### config.mk
export PLATFORM = sky130hd
export DESIGN_NAME = fifo_write_arbiter
export DESIGN_NICKNAME = d
export VERILOG_FILES = /design/src/rtl/fifo_arb_pkg.sv /design/src/rtl/rr_priority_picker.sv /design/src/rtl/fifo_write_arbiter.sv
export SDC_FILE = /design/constraint.sdc
export NUM_CORES = 1
export LEC_CHECK = 0
export ABC_CLOCK_PERIOD_IN_PS = 6150
export BUFFER_PORTS_ARGS = -buffer_cell sky130_fd_sc_hd__buf_4
export CELL_PAD_IN_SITES_DETAIL_PLACEMENT = 1
export CELL_PAD_IN_SITES_GLOBAL_PLACEMENT = 2
export CORE_ASPECT_RATIO = 1.5
export CORE_UTILIZATION = 24
export DETAILED_ROUTE_END_ITERATION = 16
export HOLD_SLACK_MARGIN = 0.08
export PLACE_DENSITY_LB_ADDON = 0.15
export SKIP_CTS_REPAIR_TIMING = 1
export SYNTH_ARGS = -nofsm -noshare
export SYNTH_HDL_FRONTEND = slang
export SYNTH_SLANG_ARGS = --single-unit
### constraint.sdc
create_clock -name clk -period 6.15 [get_ports clk]
set_input_delay 1.845 -clock clk [delete_from_list [all_inputs] [get_ports clk]]
set_output_delay 1.845 -clock clk [all_outputs]
set_load 0.02 [all_outputs]
### src/rtl/fifo_arb_pkg.sv
// Shared types, width helpers and the packed-bus slice helper for the
// FIFO write-port arbiter and its priority picker.
package fifo_arb_pkg;

    typedef enum logic {
        IDLE  = 1'b0,
        GRANT = 1'b1
    } arb_state_e;

    // Index width for a field that must hold values 0..n-1, never narrower than one bit.
    function automatic int idx_width(input int n);
        return (n <= 1) ? 1 : $clog2(n);
    endfunction

    localparam int DEF_NUM_REQ    = 4;
    localparam int DEF_DATA_WIDTH = 8;
    localparam int DEF_BURST_LEN  = 4;
    localparam int DEF_GRANT_W    = idx_width(DEF_NUM_REQ);
    localparam int DEF_CNT_W      = idx_width(DEF_BURST_LEN);

    // Bit offset of word 'idx' inside a bus of packed 'width'-bit words.
    function automatic int slice_lsb(input int idx, input int width);
        return idx * width;
    endfunction

endpackage

### src/rtl/rr_priority_picker.sv
// Combinational round-robin picker: returns the first set request at or
// above rr_ptr, wrapping modulo NUM_REQ. Shared by read- and write-side schedulers.
module rr_priority_picker
    import fifo_arb_pkg::*;
#(
    parameter  int NUM_REQ = DEF_NUM_REQ,
    localparam int IDX_W   = idx_width(NUM_REQ)
) (
    input  logic [NUM_REQ-1:0] req,
    input  logic [IDX_W-1:0]   rr_ptr,
    output logic [IDX_W-1:0]   winner,
    output logic               any_req
);

    // Candidate index rr_ptr+offset folded back into 0..NUM_REQ-1.
    function automatic logic [IDX_W-1:0] wrap_add(input logic [IDX_W-1:0] base, input int offset);
        int sum = int'(base) + offset;
        if (sum >= NUM_REQ) begin
            sum = sum - NUM_REQ;
        end
        return IDX_W'(sum);
    endfunction

    // Scan from the farthest candidate to the nearest so the nearest set request wins.
    always_comb begin
        // NOTE: every output of a combinational block gets a default first, so no latch is inferred.
        winner  = rr_ptr;
        any_req = |req;
        for (int k = NUM_REQ - 1; k >= 0; k--) begin
            if (req[wrap_add(rr_ptr, k)]) begin
                winner = wrap_add(rr_ptr, k);
            end
        end
    end

endmodule

### src/rtl/fifo_write_arbiter.sv
// Round-robin arbiter sharing the FIFO write port among NUM_REQ producers.
// A grant lasts up to BURST_LEN accepted beats; every release passes through
// one IDLE cycle. Beats are never issued while the FIFO reports full.
module fifo_write_arbiter
    import fifo_arb_pkg::*;
#(
    parameter  int NUM_REQ    = DEF_NUM_REQ,
    parameter  int DATA_WIDTH = DEF_DATA_WIDTH,
    parameter  int BURST_LEN  = DEF_BURST_LEN,
    localparam int GRANT_W    = idx_width(NUM_REQ),
    localparam int CNT_W      = idx_width(BURST_LEN)
) (
    input  logic                          clk,
    input  logic                          w_rst,
    input  logic [NUM_REQ-1:0]            req_valid,
    input  logic [NUM_REQ*DATA_WIDTH-1:0] req_data,
    output logic [NUM_REQ-1:0]            req_ready,
    input  logic                          full,
    output logic                          w_en,
    output logic [DATA_WIDTH-1:0]         data_in,
    output logic [GRANT_W-1:0]            grant_id,
    output logic                          busy
);

    arb_state_e         state_q, state_d;
    logic [GRANT_W-1:0] rr_ptr_q, rr_ptr_d;
    logic [GRANT_W-1:0] grant_q, grant_d;
    logic [CNT_W-1:0]   beat_cnt_q, beat_cnt_d;

    logic [GRANT_W-1:0] winner;
    logic               any_req;
    logic               grant_valid;
    logic               beat;
    logic               last_beat;
    logic [GRANT_W-1:0] next_ptr;

    rr_priority_picker #(
        .NUM_REQ (NUM_REQ)
    ) u_picker (
        .req     (req_valid),
        .rr_ptr  (rr_ptr_q),
        .winner  (winner),
        .any_req (any_req)
    );

    assign busy        = (state_q == GRANT);
    assign grant_valid = req_valid[grant_q];
    assign beat        = busy & grant_valid & ~full;
    assign last_beat   = (beat_cnt_q == CNT_W'(BURST_LEN - 1));
    assign next_ptr    = (grant_q == GRANT_W'(NUM_REQ - 1)) ? '0 : grant_q + 1'b1;
    assign w_en        = beat;
    assign grant_id    = grant_q;

    // One-hot accept strobe to the grantee, only on a beat.
    always_comb begin
        req_ready = '0;
        if (beat) begin
            req_ready[grant_q] = 1'b1;
        end
    end

    // Route the grantee's word to the FIFO; drive zero outside GRANT.
    always_comb begin
        data_in = '0;
        if (busy) begin
            data_in = req_data[slice_lsb(int'(grant_q), DATA_WIDTH) +: DATA_WIDTH];
        end
    end

    // Next-state logic: arbitrate in IDLE, count beats and release in GRANT.
    always_comb begin
        state_d    = state_q;
        rr_ptr_d   = rr_ptr_q;
        grant_d    = grant_q;
        beat_cnt_d = beat_cnt_q;
        unique case (state_q)
            IDLE: begin
                if (any_req) begin
                    state_d    = GRANT;
                    grant_d    = winner;
                    beat_cnt_d = '0;
                end
            end
            GRANT: begin
                if (!grant_valid) begin
                    // Grantee went quiet: give the port up early.
                    state_d  = IDLE;
                    rr_ptr_d = next_ptr;
                end else if (!full) begin
                    if (last_beat) begin
                        state_d  = IDLE;
                        rr_ptr_d = next_ptr;
                    end else begin
                        beat_cnt_d = beat_cnt_q + 1'b1;
                    end
                end
                // full with valid held: stall, nothing changes.
            end
            default: state_d = IDLE;
        endcase
    end

    // State registers with asynchronous active-low reset.
    always_ff @(posedge clk or negedge w_rst) begin
        if (!w_rst) begin
            state_q    <= IDLE;
            rr_ptr_q   <= '0;
            grant_q    <= '0;
            beat_cnt_q <= '0;
        end else begin
            // NOTE: sequential state uses non-blocking assignment so every register samples pre-edge values.
            state_q    <= state_d;
            rr_ptr_q   <= rr_ptr_d;
            grant_q    <= grant_d;
            beat_cnt_q <= beat_cnt_d;
        end
    end

endmodule

# After elaboration in Yosys (flattened, before gate mapping)
# Index checks and enable logic that the tools add are counted.
word_totals:
  ff_bits: 7
  input_bits: 39
  out_inout_bits: 16
  word_cells: 77
classes:
  addsub: 9
  magnitude_cmp: 10
  eq_ne: 8
  n_shift: 1
  muxes: 36
  bitwise: 4
  n_reduce_logical: 5
ops:
  columns: ["cell", "n"]
  rows:
  - ["2-bit two-way mux", 16]
  - ["32-bit by 6-bit variable part select with 8-bit output", 1]
  - ["2-bit by 3-bit < comparator with 1-bit output, second input constant", 5]
  - ["1-bit binary-select mux with 2-bit select", 5]
  - ["1-bit two-way mux", 10]
  - ["3-bit greater-or-equal comparator, second input constant", 3]
  - ["8-bit two-way mux", 1]
  - ["2-bit != test, second input constant", 4]
  - ["2-bit by 1-bit subtractor with 2-bit output, second input constant", 4]
  - ["2-bit by 2-bit adder with 3-bit output, second input constant", 2]
  - ["2-bit by 1-bit adder with 2-bit output, second input constant", 2]
  - ["2-bit == test, second input constant", 2]
  - ["4-bit two-way mux", 1]
  - ["2-bit by 1-bit != test with 1-bit output, second input constant", 2]
  - ["2-bit case mux with 2 select lines", 1]
  - ["4-bit AND reduction", 1]
  - ["4-bit OR reduction", 1]
  - ["2-bit by 1-bit adder with 3-bit output, second input constant", 1]
  - ["2-bit by 3-bit greater-or-equal comparator with 1-bit output, second input constant", 1]
  - ["3-bit AND reduction", 1]
  - ["1-bit AND", 2]
  - ["1-bit demux with 2-bit select", 1]
  - ["2-bit by 1-bit greater-or-equal comparator with 1-bit output, second input constant", 1]
  - ["1-bit NOT", 2]
  - ["other kinds (3)", 3]

# Depth between registers and ports, before layout
logic_depth:
  ltp_word: 9
  depth_mapped: 4
  depth_no_buf: 4

# Hierarchy
# A second synthesis with hierarchy kept.
unflattened:
  cells_unflattened: 84
  hier_area_um2: 819.5
by_module_without_submodules:
  columns: ["mod", "n_inst", "cells_per_inst", "area_per_inst_um2", "seq_area_each_um2"]
  rows:
  - ["fifo_write_arbiter", 1, 69, 728.2, 175.2]
  - ["rr_priority_picker", 1, 15, 91.3, 0.0]

# Worst setup path before layout
# OpenSTA, ideal clock, no wires.
synth_path:
  path_kind: "in2out"
  start: "in req_valid[1]"
  end: "out req_ready[0]"
  arrival_time_ps: 3102
  required_time_ps: 4305
  slack_ps: 1203
  cell_stages: 3
  n_path_buf: 0
  cell_sequence: "mux4_2 nor3b_1 and2_1"
synth_via:
  elab_chain_cells: 5
synth_lines:
  columns: ["item", "line_no", "text"]
  rows:
  - ["from (decl)", "fifo_write_arbiter.sv:15", "input logic [NUM_REQ-1:0] req_valid,"]
  - ["1-bit binary-select mux with 2-bit select", "fifo_write_arbiter.sv:47", "assign grant_valid = req_valid[grant_q];"]
  - ["1-bit two-way mux (not written as such)", "fifo_write_arbiter.sv:47", null]
  - ["1-bit AND (2 in series)", "fifo_write_arbiter.sv:48", "assign beat = busy & grant_valid & ~full;"]
  - ["via w_en", "fifo_write_arbiter.sv:19", "output logic w_en,"]
  - ["4-bit two-way mux", "fifo_write_arbiter.sv:57", "if (beat) begin"]
  - ["to (decl)", "fifo_write_arbiter.sv:17", "output logic [NUM_REQ-1:0] req_ready,"]
# The timed path passes the listed nets, and every way through them passes these cells. The select of a mux whose other input is x is not followed.

# Final worst setup path
layout_path:
  start: "in req_valid[3]"
  end: "out req_ready[3]"
layout_via:
  elab_chain_cells: 5
layout_lines:
  columns: ["item", "line_no"]
  rows:
  - ["1-bit binary-select mux with 2-bit select", "fifo_write_arbiter.sv:47"]
  - ["1-bit two-way mux (not written as such)", "fifo_write_arbiter.sv:47"]
  - ["1-bit AND (2 in series)", "fifo_write_arbiter.sv:48"]
  - ["4-bit two-way mux", "fifo_write_arbiter.sv:57"]
# Every way passes these cells. The select of a mux whose other input is x is not followed.

==> results.md <==
- Max-slew violations: 0
- TritonRoute pass-1 iters: 4
- Via density: 4.89
- Final setup fails: 0
- Final worst setup slack: 1.30 ns
- Compound-Gate Fraction of Synth Area: 12.2%
- Netlist Area Pre-Place: 778 sq um
- Largest family of logic cells by synthesized area: multiplexers
- Synth warn: 0
- DP Cell Count: 164
- Vias in the first global route: 874
- CTS sink count: 7
- Area contributors post-synth: mux4_2, dfrtp_1, and2_1
- Xor-xnor portion of the synthesized cell area: 0%
- Non-Filler Instances: about 170
- GPL Wtd Cong: between 0.6 and 0.7
- Synth Area in Adders: 8.04%
- Die Height: 71.7 um
- Worst Max-Slew Pin Slew: 0.713 ns
- Post-synthesis simple-gate area fraction: between 10% and 20%
- Top cell type's share of synthesized area: a little over a quarter
- Status: finished clean
- Achievable Freq: 206 MHz
- Nets: 173
- Max-cap violation count: 0
- Synth async-reset ratio: 100%
- CTS clk-pin slew, worst paths: roughly 0.040 ns
- Clk root buf: clkbuf_8
- Flop and latch count out of synthesis: 7
- Startpoint types: input pin
- Wire length per cell: 15.2 um
- # DRC: 0
- Boundary pin count: 55
- Longest Clk Path Bufs: 2
- Sequential share of the synthesized area: 22.5%
- Post-route clock period utilization: 78.9%
- Ys flop type: dfrtp_1
- Via count: 822
- Setup TNS: 0 ns
- Die width: 48.5 um
- Clock insertion delay at the later pin of the skew report: 0.23 ns
- Diodes inserted: 0
- Post-route ant nets: 0
- Hold Fails Final Rpt: 0
- CTS buffer count: 3
- Mux cell area share after synthesis: 33.0%
- Area Growth Syn to Fin: 62.7%
- Post-synth cell types: 28
- Mapped Cells: 73
- Initial Util: roughly 25%
- Fillers: 382
- Clock skew: between 0.002 and 0.0025 ns
- HPWL after DPL: 2140 um
- Pwr per Cell Area: 410 nW/um^2
- Lkg Pwr: 0.611 nW
- Slew margin rel.: 52.4%
- Htree depth: 1
- Maximum VDD drop: 0.180 mV
- Largest net degree at the start of global routing: 16
- DR iter-0 viols: 20
- CP required: 4.30 ns
- Fin crit period: 4.85 ns
- GRT Residual Overflow: 0
- Std-Cell Rows: 25
- CP Max Fanout: 8
- Mapped Nets: ~120
- Global-route wire length before repair: 4220 um
- Setup WS pre-CTS: about 1.3 ns
- Ratio of cells with drive above 1 in the final layout: a little under three fifths
- CTS tree: yes
- Core area: 3130 sq um
- Die area: 3480 sq um
- Hold Path Class: reg2reg
- GRT Total Usage: 15.6%
- EDFF count, synth: 0
- RSZ-0062 raised after global routing: false
- Crit Path Category: in2out
- CP arrival: 3.01 ns
- Syn avg cell area: 10.7 sq um
- IO buf count: 54
- CP endpoint kind: primary output
- Initial antenna violation count: 0
- Post-synth top area cell: mux4_2
- Routed Wire Length: approximately 2600 um
[through the flow]
| step | util, % | power [W] | hold slack [ns] | instance area, sq um |
|---|---|---|---|---|
| floorplan | - | 0.000330 | 0.445 | 778 |
| global placement | 39.0 | 0.000460 | 0.466 | 1220 |
| detailed placement | 39.0 | 0.000464 | 0.483 | 1220 |
| CTS | 40.5 | 0.000530 | 0.487 | 1270 |
| global route | 40.5 | 0.000563 | 0.521 | 1270 |
| finish | 40.5 | 0.000520 | 0.483 | 1270 |
[flip-flops by register name, summed over array words and instances (netlist names)]
signal and cells:
grant_id 2, beat_cnt_q 2, busy 1, rr_ptr_q 2
[placed cells by master, fill, tap and decap left out, drive strengths merged, types with 2 or more instances in the layout]
| master | instances |
|---|---|
| ha | 5 |
| buf | 54 |
| mux2i | 2 |
| o21ai | 3 |
| a21oi | 4 |
| dfrtp | 7 |
| nand2b | 2 |
| mux2 | 3 |
| a31o | 2 |
| nor2 | 2 |
| mux4 | 9 |
| inv | 6 |
| clkbuf | 4 |
| and2 | 12 |
[report_power, final]
group | leakage (nW) | internal, W | switching, W
clock network | 0.0228 | 0.0000448 | 0.0000194
registers | 0.0852 | 0.0000680 | 0.0000611
logic | 0.504 | 0.000182 | 0.000145
[metal layers]
metal | global-route usage, % | vias up | wire length [um]
met4 | 4.25 | 0 | 25
met1 | 15.6 | 393 | 880
li1 | - | 387 | -
met3 | 2.34 | 2 | 169
met2 | 32.6 | 40 | 1480
met5 | 0 | - | 0
[cell type report]
type / count / area (sq um) / area share (%)
Multi-Input combinational cell: 57 / 568 / 44.9
Timing Repair Buffer: 54 / 405 / 32.0
Sequential cell: 7 / 175 / 13.8
Tap cell: 40 / 50.0 / 3.95
Clock buffer: 4 / 45.0 / 3.56
Inverter: 6 / 22.5 / 1.78
[worst paths after layout]
check / cells past startpoint / slack, ns / start / endpoint
worst max-delay path: 5 / 1.30 / req_valid[3] / req_ready[3]
worst min-delay path: 1 / 0.48 / beat_cnt_q[0] / beat_cnt_q[0]
worst max register to register: 3 / 3.99 / grant_id[0] / rr_ptr_q[1]
worst min register to register: 1 / 0.48 / beat_cnt_q[0] / beat_cnt_q[0]
max in group asynchronous: 1 / 4.61 / w_rst / rr_ptr_q[1]
min in group asynchronous: 1 / 1.42 / w_rst / rr_ptr_q[0]
[logic make-up after synthesis]
group                      Yosys count
AOI/OAI and AO/OA                   14
and+or+nand+nor                     24
DFF                                  7
buffers and inverters                9
muxes                               14
adders and majority gates            5
[critical path, cell delays in order]
cell and delay (ns):
buf_4 0.14, mux4_2 0.50, nor3b_1 0.20, and2_1 0.17, buf_4 0.15
[synthesized netlist by cell type, types with 2 or more instances]
cell type / instances
mux2_2: 3
a31o_2: 2
o21ai_0: 3
nor2_1: 2
and2_1: 12
mux2i_1: 2
a21oi_1: 4
nand2b_1: 2
dfrtp_1: 7
mux4_2: 9
ha_1: 5
inv_1: 6
(Power assumes the default switching activity.)
